==> config.mk <==
export PLATFORM = sky130hd
export DESIGN_NAME = rasterint_gen
export DESIGN_NICKNAME = d
export VERILOG_FILES = /design/src/rtl/rasterint_gen.sv
export SDC_FILE = /design/constraint.sdc
export NUM_CORES = 1
export LEC_CHECK = 0
export BUFFER_PORTS_ARGS = -buffer_cell sky130_fd_sc_hd__buf_2
export CAP_MARGIN = 20
export CORE_MARGIN = 2
export CORE_UTILIZATION = 40
export CTS_BUF_LIST = sky130_fd_sc_hd__clkbuf_2 sky130_fd_sc_hd__clkbuf_4 sky130_fd_sc_hd__clkbuf_8
export DETAILED_ROUTE_END_ITERATION = 12
export PLACE_DENSITY = 0.66
export SLEW_MARGIN = 25
export SYNTH_ARGS = -nofsm -noshare
export SYNTH_HDL_FRONTEND = slang
export SYNTH_SLANG_ARGS = --single-unit
==> constraint.sdc <==
create_clock -name clk -period 4.4 [get_ports clk]
set_input_delay 1.1 -clock clk [delete_from_list [all_inputs] [get_ports clk]]
set_output_delay 1.1 -clock clk [all_outputs]
set_load 0.02 [all_outputs]
==> src/rtl/rasterint_gen.sv <==
// Z80 /INT generator for the vertical-retrace and programmed raster-line interrupts.
// Define ZXUNO_INTACK_EN to let an interrupt acknowledge (/IORQ and /M1 both low) end a pulse early.
module rasterint_gen #(
  parameter logic [8:0] VINT_LINE = 9'd248,
  parameter logic [8:0] INT_HC    = 9'd0,
  parameter logic [7:0] INT_LEN   = 8'd64
) (
  input  logic       clk,
  input  logic       rst_n,
  input  logic [8:0] hc,
  input  logic [8:0] vc,
  input  logic       rasterint_enable,
  input  logic       vretraceint_disable,
  input  logic [8:0] raster_line,
  input  logic       iorq_n,
  input  logic       m1_n,
  output logic       int_n,
  output logic       raster_int_in_progress
);

  typedef enum logic [1:0] {
    IDLE     = 2'd0,
    PULSE_VR = 2'd1,
    PULSE_RA = 2'd2
  } state_t;

  localparam logic [7:0] LOAD = INT_LEN - 8'd1;

  state_t     state, state_nx;
  logic [7:0] count, count_nx;
  logic       vr_hit, ra_hit, vr_hit_d, ra_hit_d;
  logic       vr_trig, ra_trig, ack;
  logic       int_n_nx, rip_nx;

  assign vr_hit = (vc == VINT_LINE) & (hc == INT_HC) & ~vretraceint_disable;
  assign ra_hit = (vc == raster_line) & (hc == INT_HC) & rasterint_enable;

  // Edge-qualified so counters stalled on a matching value fire only once.
  assign vr_trig = vr_hit & ~vr_hit_d;
  assign ra_trig = ra_hit & ~ra_hit_d;

`ifdef ZXUNO_INTACK_EN
  assign ack = ~iorq_n & ~m1_n;
`else
  logic unused_ack;
  assign unused_ack = iorq_n & m1_n;
  assign ack        = 1'b0;
`endif

  // NOTE: all state uses non-blocking assignments so every register samples pre-edge values.
  always_ff @(posedge clk or negedge rst_n) begin
    if (!rst_n) begin
      state                  <= IDLE;
      count                  <= 8'd0;
      vr_hit_d               <= 1'b0;
      ra_hit_d               <= 1'b0;
      int_n                  <= 1'b1;
      raster_int_in_progress <= 1'b0;
    end else begin
      state                  <= state_nx;
      count                  <= count_nx;
      vr_hit_d               <= vr_hit;
      ra_hit_d               <= ra_hit;
      int_n                  <= int_n_nx;
      raster_int_in_progress <= rip_nx;
    end
  end

  // NOTE: defaults at the top of each always_comb keep every path assigned, so no latches.
  always_comb begin
    state_nx = state;
    count_nx = count;
    case (state)
      IDLE: begin
        if (ra_trig) begin
          state_nx = PULSE_RA;
          count_nx = LOAD;
        end else if (vr_trig) begin
          state_nx = PULSE_VR;
          count_nx = LOAD;
        end
      end
      PULSE_VR, PULSE_RA: begin
        // Triggers are deliberately ignored here: no retrigger, no queueing.
        if (ack || count == 8'd0) begin
          state_nx = IDLE;
          count_nx = 8'd0;
        end else begin
          count_nx = count - 8'd1;
        end
      end
      default: begin
        state_nx = IDLE;
        count_nx = 8'd0;
      end
    endcase
  end

  // Outputs are decoded from the next state and then registered, keeping /INT glitch-free.
  always_comb begin
    int_n_nx = 1'b1;
    rip_nx   = 1'b0;
    if (state_nx != IDLE) int_n_nx = 1'b0;
    if (state_nx == PULSE_RA) rip_nx = 1'b1;
  end

endmodule

==> results.json <==
{
  "status": "completed",
  "nNetsFinal": 182,
  "place_hpwl_um": 1790,
  "rows": 18,
  "ys_ff_latch": 14,
  "place_congestion": 0.823,
  "post_drt_wl_per_cell_um": 13.3,
  "cts_tree": "done",
  "cts_resized": 0,
  "async_reset_ff_share_pct": 100,
  "synthFlopType": "dfrtp_1",
  "die_w_um": 55.1,
  "ioPinCount": 35,
  "portBuffers": 32,
  "post-synth-top-count-cell": "dfrtp_1",
  "fin_skew_ps": 1.71,
  "core_region_area_mm2": 0.00248,
  "hold_viol_final": 0,
  "cts_setup_buffers": 0,
  "htreeDepth": 1,
  "whs_ps": 553,
  "endpoint_kind": "flip-flop",
  "start_util_pct": 42.2,
  "period_share_pct": 63.9,
  "synth_top_cells_by_count": "dfrtp_1 (13), a21oi_1 (12), inv_1 (11)",
  "overflow": 0,
  "synth_cell_types": 41,
  "power_frac_comb_pct": 41.0,
  "hold_buffers": 0,
  "drive_above_1_share_pct": 31.7,
  "path_clk_slew_ps": 90,
  "chipHeight_um": 55.1,
  "grt_pass1_wl_um": 4000,
  "routed_wl_um": 2330,
  "synth_cells": 113,
  "antenna_found_initial": 0,
  "ys_seq_area_share_pct": 33.6,
  "grt_max_degree": 15,
  "setup_ws_ps": 1590,
  "clockBufferDepth": 2,
  "cts.sinks": 14,
  "vias": 1001,
  "syn_avg_cell_area_um2": 9.26,
  "setup_violations": 0,
  "clock.fmax_mhz": 355,
  "p_per_area_mw_per_mm2": 396,
  "cts_buffers": 3,
  "dieArea_mm2": 0.00304,
  "fin_setup_tns_ps": 0,
  "max-vdd-ir-drop_mv": 0.243,
  "seqPwrFrac_pct": 39.8,
  "drc": 0,
  "p_leak_uw": 0.000566,
  "synth.top_cell.area_share_pct": 31.1,
  "dpl_worst_slack_ps": 1300,
  "hold_class": "reg2reg",
  "cts_root_buffer": "clkbuf_4",
  "synth_area_mm2": 0.00105,
  "ant_nets": 0,
  "synth_area_leaders": "dfrtp_1 (31%), xor2_1 (6.7%), a21oi_1 (5.7%), inv_1 (3.9%), ha_1 (3.6%)",
  "tightest_slew_ps": 687,
  "crit_type": "in2reg",
  "diodes": 0,
  "rsz0062_at_grt": "false",
  "drt_iter0_drc": 25,
  "nFillCells": 238,
  "p_int_uw": 305,
  "vias_per_cell": 5.72,
  "grt_use_total_pct": 18.2,
  "switching_share_pct": 38.8,
  "required_ps": 4580,
  "synth_area_leader_cell": "dfrtp_1",
  "clk_latency_ps": 280,
  "syn_to_final_growth_pct": 20.2,
  "dr.pass1.iters": 4,
  "yosysWarningCount": 0,
  "drv_slew": 0,
  "maxCapViolations": 0,
  "fin_area_mm2": 0.00126,
  "slew_headroom_pct": 53.6,
  "synth-edff-count": 0,
  "syn-num-nets": 149,
  "start_kind": "input port",
  "fin_crit_ps": 2810,
  "cp.arrival_ps": 2990,
  "place_area_mm2": 0.00122,
  "clkPwrFrac_pct": 19.2,
  "cp_max_fo": 12,
  "power_switching_uw": 193,
  "grt_pass1_vias": 948
}
==> power groups by stage <==
| stage | logic, uW | clock network [uW] | registers, uW |
|---|---|---|---|
| 4_1_cts | 204 | 97.3 | 198 |
| 6_report | 204 | 95.4 | 198 |
| 3_3_place_gp | 195 | 0 | 200 |
| 2_1_floorplan | 150 | 0 | 198 |
| 3_5_place_dp | 204 | 0 | 200 |
| 5_1_grt | 225 | 104 | 203 |
==> stage by stage <==
stage,total power (uW),util [%],std cells
2_1_floorplan,349,-,113
3_3_place_gp,395,49.3,171
3_5_place_dp,404,49.3,171
4_1_cts,499,50.8,175
5_1_grt,532,50.8,175
6_report,498,50.8,175
==> per-layer routing <==
metal	part of all wire [%]	track usage, %	wire length (um)
met1	43	21.9	1010
met2	49	33.1	1140
met3	6.0	2.42	139
met4	1.5	6.10	34
met5	0	0	0
==> area by class of cell <==
class | instances | area [um^2] | share of cell area [%]
repair buffers | 32 | 160 | 12.7
multi-input cells | 84 | 631 | 50.1
flip-flops and latches | 14 | 352 | 28.0
well taps | 30 | 37.5 | 2.99
inverters | 11 | 41.3 | 3.28
clock buffers | 4 | 36.3 | 2.89
==> worst paths after layout <==
check                                    start                     end  slack (ps)  cells past startpoint
worst min-delay path                  count[7]                count[7]         550                      2
max in group asynchronous                rst_n                   int_n        3420                      1
worst max register to register        count[0]                   int_n        2050                      6
worst min register to register        count[7]                count[7]         550                      2
worst max-delay path            raster_line[5]                count[4]        1590                      6
min in group asynchronous                rst_n  raster_int_in_progress         690                      1
==> registers in the layout, summed over array words and instances, names as in the netlist <==
register and count:
count 8, state 2, int_n 1, ra_hit_d 1, raster_int_in_progress 1, vr_hit_d 1
==> cells by family after synthesis <==
logic type	after synthesis	share of synthesized area [%]
simple gates	37	23.3
compound gates	34	24.4
buf+inv	15	6.10
flops	14	33.6
xor+xnor	9	7.54
fa+ha+maj	3	3.59
mux	1	1.43
==> critical path: stages <==
cell and delay [ps]:
buf_2 100, xor2_1 150, nor4_1 420, nand4b_1 510, and2_4 410, mux2_4 300
==> placed cells by master, fill, tap and decap left out, types with 2 or more instances in the layout <==
master     n
clkbuf_4   3
nand2b_1   2
nor4_1     4
nand2_1    3
a21boi_0   2
o31ai_1    4
or3_1      2
inv_1     11
nor2_1     5
o22ai_1    2
nand4b_1   3
a22oi_1    2
ha_1       3
nor3_1     4
buf_2     32
o32ai_2    2
dfrtp_1   13
nand3_1    5
a21oi_1   12
a31oi_1    2
xor2_1     8
No activity file was read; power rests on OpenSTA's default activity.
